===== src/rtl/fp16_add_arbiter.sv =====
// Round-robin front end that shares one external combinational FP16 adder between NUM_REQ
// requesters and returns each sum on a single tagged valid/ready response channel.
module fp16_add_arbiter #(
    parameter int unsigned NUM_REQ = 4,
    parameter int unsigned ID_W    = 2,
    parameter int unsigned CNT_W   = 16
) (
    input  logic                   clk_i,
    input  logic                   rst_ni,
    input  logic [NUM_REQ-1:0]     req_valid_i,
    output logic [NUM_REQ-1:0]     req_ready_o,
    input  logic [16*NUM_REQ-1:0]  req_a_i,
    input  logic [16*NUM_REQ-1:0]  req_b_i,
    output logic [15:0]            add_f1_o,
    output logic [15:0]            add_f2_o,
    input  logic [15:0]            add_f3_i,
    output logic                   rsp_valid_o,
    input  logic                   rsp_ready_i,
    output logic [ID_W-1:0]        rsp_id_o,
    output logic [15:0]            rsp_data_o,
    output logic                   busy_o,
    output logic [CNT_W-1:0]       op_count_o
);

    typedef enum logic [1:0] {StIdle, StExec, StResp} state_e;

    state_e            state_q;
    logic [ID_W-1:0]   rr_ptr_q;
    logic [ID_W-1:0]   gnt_id_q;
    logic [15:0]       op_a_q;
    logic [15:0]       op_b_q;
    logic              rsp_valid_q;
    logic [15:0]       rsp_data_q;
    logic [ID_W-1:0]   rsp_id_q;
    logic [CNT_W-1:0]  op_count_q;
    logic [CNT_W-1:0]  op_count_d;

    logic              grant_vld;
    logic [ID_W-1:0]   grant_id;
    logic [ID_W:0]     scan;
    logic [ID_W-1:0]   rr_next;
    logic              rsp_hs;

    // First valid requester starting at rr_ptr, wrapping modulo NUM_REQ.
    always_comb begin
        grant_vld = 1'b0;
        grant_id  = '0;
        scan      = '0;
        for (int k = 0; k < NUM_REQ; k++) begin
            scan = {1'b0, rr_ptr_q} + (ID_W+1)'(k);
            if (scan >= (ID_W+1)'(NUM_REQ)) begin
                scan = scan - (ID_W+1)'(NUM_REQ);
            end
            if (!grant_vld && req_valid_i[scan[ID_W-1:0]]) begin
                grant_vld = 1'b1;
                grant_id  = scan[ID_W-1:0];
            end
        end
    end

    always_comb begin
        req_ready_o = '0;
        if (rst_ni && (state_q == StIdle) && grant_vld) begin
            req_ready_o[grant_id] = 1'b1;
        end
    end

    assign rsp_hs     = (state_q == StResp) && rsp_ready_i;
    assign rr_next    = (gnt_id_q == ID_W'(NUM_REQ - 1)) ? '0 : gnt_id_q + 1'b1;
    assign op_count_d = op_count_q + CNT_W'(rsp_hs);

    always_ff @(posedge clk_i or negedge rst_ni) begin
        if (!rst_ni) begin
            state_q     <= StIdle;
            rr_ptr_q    <= '0;
            gnt_id_q    <= '0;
            op_a_q      <= '0;
            op_b_q      <= '0;
            rsp_valid_q <= 1'b0;
            rsp_data_q  <= '0;
            rsp_id_q    <= '0;
            op_count_q  <= '0;
        end else begin
            op_count_q <= op_count_d;
            case (state_q)
                StIdle: begin
                    if (grant_vld) begin
                        op_a_q   <= req_a_i[grant_id*16 +: 16];
                        op_b_q   <= req_b_i[grant_id*16 +: 16];
                        gnt_id_q <= grant_id;
                        state_q  <= StExec;
                    end
                end
                StExec: begin
                    rsp_data_q  <= add_f3_i;
                    rsp_id_q    <= gnt_id_q;
                    rsp_valid_q <= 1'b1;
                    state_q     <= StResp;
                end
                StResp: begin
                    if (rsp_ready_i) begin
                        rsp_valid_q <= 1'b0;
                        rr_ptr_q    <= rr_next;
                        state_q     <= StIdle;
                    end
                end
                default: state_q <= StIdle;
            endcase
        end
    end

    assign add_f1_o    = op_a_q;
    assign add_f2_o    = op_b_q;
    assign rsp_valid_o = rsp_valid_q;
    assign rsp_data_o  = rsp_data_q;
    assign rsp_id_o    = rsp_id_q;
    assign busy_o      = (state_q != StIdle);
    assign op_count_o  = op_count_q;

endmodule

===== config.mk =====
export PLATFORM = sky130hd
export DESIGN_NAME = fp16_add_arbiter
export DESIGN_NICKNAME = d
export VERILOG_FILES = /design/src/rtl/fp16_add_arbiter.sv
export SDC_FILE = /design/constraint.sdc
export NUM_CORES = 1
export LEC_CHECK = 0
export CELL_PAD_IN_SITES_DETAIL_PLACEMENT = 2
export CELL_PAD_IN_SITES_GLOBAL_PLACEMENT = 2
export CORE_ASPECT_RATIO = 0.9
export CORE_MARGIN = 5
export CORE_UTILIZATION = 21
export CTS_CLUSTER_DIAMETER = 30
export CTS_CLUSTER_SIZE = 12
export DETAILED_ROUTE_END_ITERATION = 16
export GPL_TIMING_DRIVEN = 1
export PLACE_DENSITY_LB_ADDON = 0.1
export REMOVE_ABC_BUFFERS = 1
export SETUP_SLACK_MARGIN = 0.2
export SLEW_MARGIN = 20
export SYNTH_ARGS = -nofsm -noshare
export SYNTH_HDL_FRONTEND = slang
export SYNTH_SLANG_ARGS = --single-unit

===== constraint.sdc =====
create_clock -name clk_i -period 3.5 [get_ports clk_i]
set_input_delay 1.05 -clock clk_i [delete_from_list [all_inputs] [get_ports clk_i]]
set_output_delay 1.05 -clock clk_i [all_outputs]
set_load 0.1 [all_outputs]

### Yosys cells after proc, flatten, opt, wreduce, memory -nomap -nowiden

Cells that the tools add are included.

| storage, ports and cells | value |
|---|---|
| bits in registers | 73 |
| input port bits | 151 |
| output and inout bits | 72 |
| logic and storage cells | 81 |

| cells by class | value |
|---|---|
| add/subtract/negate cells | 9 |
| magnitude comparators | 10 |
| equality and inequality tests | 5 |
| shift operators | 2 |
| multiplexer cells | 29 |
| reductions and logical operators | 17 |

Operators by type and width:

| cell | number |
|---|---|
| 64-bit by 7-bit indexed part select with 16-bit output | 2 |
| 2-bit two-way mux | 11 |
| 16-bit by 1-bit adder with 16-bit output | 1 |
| 2-bit by 3-bit < comparator with 1-bit output, second input constant | 5 |
| 1-bit two-way mux | 10 |
| 3-bit greater-or-equal comparator, second input constant | 3 |
| 1-bit binary-select mux with 2-bit select | 4 |
| 2-bit AND reduction | 4 |
| 2-bit by 1-bit subtractor with 2-bit output, second input constant | 4 |
| 1-bit logical AND | 7 |
| 2-bit by 2-bit adder with 3-bit output, second input constant | 2 |
| 2-bit case mux with 3 select lines | 1 |
| 2-bit == test, second input constant | 2 |
| 4-bit two-way mux | 1 |
| 2-bit inequality test, second input constant | 2 |
| 2-bit nonzero test | 2 |
| 2-bit by 1-bit adder with 3-bit output, second input constant | 1 |
| 2-bit by 3-bit greater-or-equal comparator with 1-bit output, second input constant | 1 |
| 1-bit zero test | 3 |
| 2-bit by 1-bit adder with 2-bit output, second input constant | 1 |
| 1-bit demux with 2-bit select | 1 |
| 2-bit by 1-bit == test with 1-bit output, second input constant | 1 |
| 2-bit by 1-bit greater-or-equal comparator with 1-bit output, second input constant | 1 |
| 2-bit zero test | 1 |
| 1-bit case mux with 2 select lines | 1 |

### Logic depth before layout (Yosys ltp)

Gate-level depths: netlist of the first run.

| logic depth | value |
|---|---|
| depth in word-level cells | 19 |
| depth in mapped cells | 8 |
| depth with buffers taken out | 8 |

### Least setup slack after synthesis of the first run

Ideal clock, no wire load.

| timing | value |
|---|---|
| kind | input -> output |
| start | in req_valid_i[0] |
| end | out req_ready_o[2] |
| arrival time | 2904 ps |
| required time | 2450 ps |
| setup slack | -454 ps |
| stages | 6 |
| path buffers | 2 |
| path through | buf_4 nor2b_1 o221a_2 a211oi_4 buf_2 and3_1 |

| between the ends | value |
|---|---|
| cells in the longest elaborated chain, start to end | 17 |
| elaborated cells on any way between the ends | 29 |
| classes of those cells | order compare (2); mux (19); reduce/logical (8) |

RTL lines:

| element | RTL line | text |
|---|---|---|
| start, declared | 10 | `input logic [NUM_REQ-1:0] req_valid_i,` |
| 1-bit binary-select mux with 2-bit select | 54 | `if (!grant_vld && req_valid_i[scan[ID_W-1:0]]) begin` |
| 1-bit two-way mux (implied by the code) | 54 |  |
| 1-bit two-way mux | 54 |  |
| 1-bit zero test | 54 |  |
| 1-bit logical AND | 54 |  |
| 1-bit two-way mux | 54 |  |
| 1-bit zero test | 54 |  |
| 1-bit logical AND | 54 |  |
| 1-bit two-way mux | 54 |  |
| 1-bit zero test | 54 |  |
| 1-bit logical AND | 54 |  |
| 2-bit two-way mux | 54 |  |
| 2-bit by 3-bit < comparator with 1-bit output (implied by the code) or 2-bit by 1-bit greater-or-equal comparator with 1-bit output (tied branches) | 64 | `req_ready_o[grant_id] = 1'b1;` |
| 1-bit logical AND (implied by the code) | 64 |  |
| 1-bit two-way mux (implied by the code) | 64 |  |
| 1-bit demux with 2-bit select | 64 |  |
| 4-bit two-way mux (*) | 63 | `if (rst_ni && (state_q == StIdle) && grant_vld) begin` |
| end, declared | 11 | `output logic [NUM_REQ-1:0] req_ready_o,` |

Mark *: on every way between the ends. The rest lies on a longest branch, timed or not. The select of a mux whose other input is x is not followed.

### Worst setup path in the final report of the first run

| timing | value |
|---|---|
| start | in req_valid_i[3] |
| end | out req_ready_o[1] |

Same word-level chain as after synthesis.

==> flow_summary.ini, run 1 <==
[layout]
layout-drive-gt1-share_pct = 27.0
fin_util_pct = 37.5
area_growth_syn_to_layout_pct = 75.0
num-nets-final = 746
n_antenna_cell = 0

[global_routing]
grt.total_usage_pct = 15.5
grt_antenna_before_repair = 0
grt_overflow = 0
grt_pass1_wl_um = 24900
grt_max_degree = 45
grt_pass1_vias = 4387

[power]
p_seq_share_pct = 20.3
comb_power_share_pct = 66.1
power.total_mw = 7.26
power_switching_mw = 4.21
vdd_ir_drop_max_mv = 0.686
sw_frac_of_total_pct = 58.1
p_leak_nw = 2.83
p_per_area_nw_per_um2 = 1090
clkPwrFrac_pct = 13.5
p_int_mw = 3.04

[placement]
pre_cts_slack_ns = -0.294
post-dp-hpwl_um = 12600
io_buffers = 222
place_congestion = 0.798

[routing]
wire_per_inst_um = 19.5
wl_um = 16400
firstDrtPassIters = 4
viasPerCell = 4.56
drtIter0Drc = 106
via_count = 3813
drt_drc_violations_left = 0
final_antenna_net_count = 0

[timing]
postLayoutSetupSlackWorst_ns = 0.231
fin_crit_ns = 3.27
finalHoldViolations = 0
worstMarginPinSlew_ns = 0.945
setup_tns_ns = 0
hold_slack_ns = 0.476
skew_ns = 0.00737
finalMaxSlewViolations = 0
period_share_pct = 93.4
clock.fmax_ghz = 0.306
rsz0062_at_grt = false
setup-violations-final = 0
max-slew-margin-rel_pct = 36.7

[critical_path]
critPathLaunch = req_valid_i[3]
worstPathArrival_ns = 2.22
worstPathRequired_ns = 2.45
cp-start-kind = primary input
critPathCaptureType = output pin
path_max_fanout = 5
critical_path_class = in2out
rr_startpoint = rr_ptr_q[1]$_DFFE_PN0N_

[run]
drv_cap = 0

[synth]
syn-cell-area_um2 = 3800
syn_inst = 358
synth_top_cell_area_share_pct = 48.1
ys_seq_area_share_pct = 48.1
synthTopCellsByArea = dfrtp_1, mux2_2, a221oi_1, mux2_1, a21oi_1
syn_area_per_cell_um2 = 10.6
synth-seq-cells = 73
netlist-cell-type-count = 41
yosysTopAreaCell = dfrtp_1
ys.warnings.count = 0

[floorplanning]
die_x_um = 152
start_util_pct = 21.4
num_io_pins = 223
core_um2 = 17700
rows = 46
dieArea_um2 = 20900
die_h_um = 138

[min_path]
hp-start = op_count_o[15]$_DFF_PN0_
hp-class = reg2reg

[cts]
clk_latency_ns = 0.34
hold_buffers = 0
cts_tree = done
htree_levels = 3
clkTransAtPathRegs_ns = 0.07
clock_sinks = 73
cts_buffer_depth = 2
cts_buffers = 9
cts_root_buffer = clkbuf_16

[outcome]
status = completed
## synth_stat cells (all sizes together)
cell type and instances:
and3 9, ha 3, xnor2 10, dfrtp 73, a21oi 34, buf 13
xor2 4, clkinv 1, mux2 52, a221oi 32, o221ai 1, nor4 1
o311ai 1, o21bai 1, nand4b 1, a21boi 1, nor2 36, nand3b 1
or2 1, o21ai 4, o221a 1, clkbuf 12, nor2b 3, a211oi 1
o211a 1, nand2 41, o21a 1, nor3b 1, nand2b 2, or3b 1
a21o 2, inv 3, o31ai 1, nand3 8, nand4 1
## routing by layer
metal | routed length, um | vias up | part of all wire, % | track usage (%)
met2 | 8210 | 133 | 50 | 27.1
met3 | 1290 | 16 | 7.9 | 5.16
li1 | - | 1760 | - | -
met5 | 0 | - | 0 | 0
met1 | 6600 | 1904 | 40 | 18.4
met4 | 254 | 0 | 1.6 | 3.94
## kinds of logic after synthesis
family | after synthesis | synth area share, %
adder cells (fa/ha/maj) | 3 | 0.989
buffers and inverters | 29 | 4.05
multiplexers | 52 | 15.5
flip-flops | 73 | 48.1
XOR/XNOR | 14 | 3.23
AND/OR/NAND/NOR | 106 | 12.3
AO/OA/AOI/OAI | 81 | 15.8
## repair_timing
item,4_1_cts,5_1_grt
cloned,0,0
setup buffers,1,2
pin swaps,6,7
gates resized for setup,17,8
setup endpoints to repair,4,4
## worst max-delay path: stages
cell	delay (ns)
clkdlybuf4s15_1	0.23
buf_6	0.16
o21ai_0	0.20
o211a_1	0.20
and3_4	0.20
buf_12	0.18
## worst paths after layout
path,end,slack (ns),cells after the start
worst min register to register,op_count_o[15]$_DFF_PN0_,0.48,1
max in group asynchronous,op_count_o[11]$_DFF_PN0_,2.17,2
min in group asynchronous,add_f1_o[7]$_DFFE_PN0P_,0.53,1
worst min-delay path,op_count_o[15]$_DFF_PN0_,0.48,1
worst max-delay path,req_ready_o[1],0.23,6
worst max register to register,add_f2_o[1]$_DFFE_PN0P_,1.32,7
## cell type report
type	count	area (um^2)
Clock buffer	9	225
Clock inverter	7	83.8
Fill cell	1959	11100
Inverter	4	16.3
Multi-Input combinational cell	256	1880
Sequential cell	73	1830
Tap cell	240	300
Timing Repair Buffer	248	2320
## cell usage in the layout, fill, tap and decap left out, drive strengths merged, types with 2 or more instances in the layout
master / synthesis / layout
clkdlybuf4s50: 0 / 145
buf: 13 / 100
dfrtp: 73 / 73
ha: 3 / 3
mux2: 52 / 52
nor2b: 3 / 3
clkdlybuf4s15: 0 / 3
inv: 3 / 8
nor2: 36 / 36
a21o: 2 / 2
and3: 9 / 9
nand2: 41 / 41
o21ai: 4 / 4
nand2b: 2 / 2
a221oi: 32 / 32
xnor2: 10 / 10
xor2: 4 / 4
a21oi: 34 / 34
clkbuf: 12 / 9
nand3: 8 / 8
## per-stage QoR
stage               area, um^2  std cells
CTS                       6600        835
global route              6650        837
floorplan                 3660        333
finish                    6650        837
detailed placement        6240        818
global placement          6240        818
## state kept, by name, indices dropped and copies added (netlist names)
name	flops
gnt_id_q	2
rr_ptr_q	2
add_f2_o	16
rsp_data_o	16
add_f1_o	16
rsp_valid_o	1
op_count_o	16
rsp_id_o	2
state_q	2
## power by group through the flow
stage                     Sequential, mW  Combinational, mW  Clock (mW)
after floorplan                     3.78               1.13           0
after global placement              1.46               4.76           0
after detailed placement            1.49               4.83           0
after CTS                           1.48               4.86        1.03
after global routing                1.53               5.05        1.07
final                               1.47               4.80       0.983
Note: power is estimated with default switching activity, not from simulation.
==> inputs of run 2 (changes only) <==
SLEW_MARGIN = unset   (was 20)
==> results of run 2 <==
Final layout, timing and power as in run 1 (identical DEF).
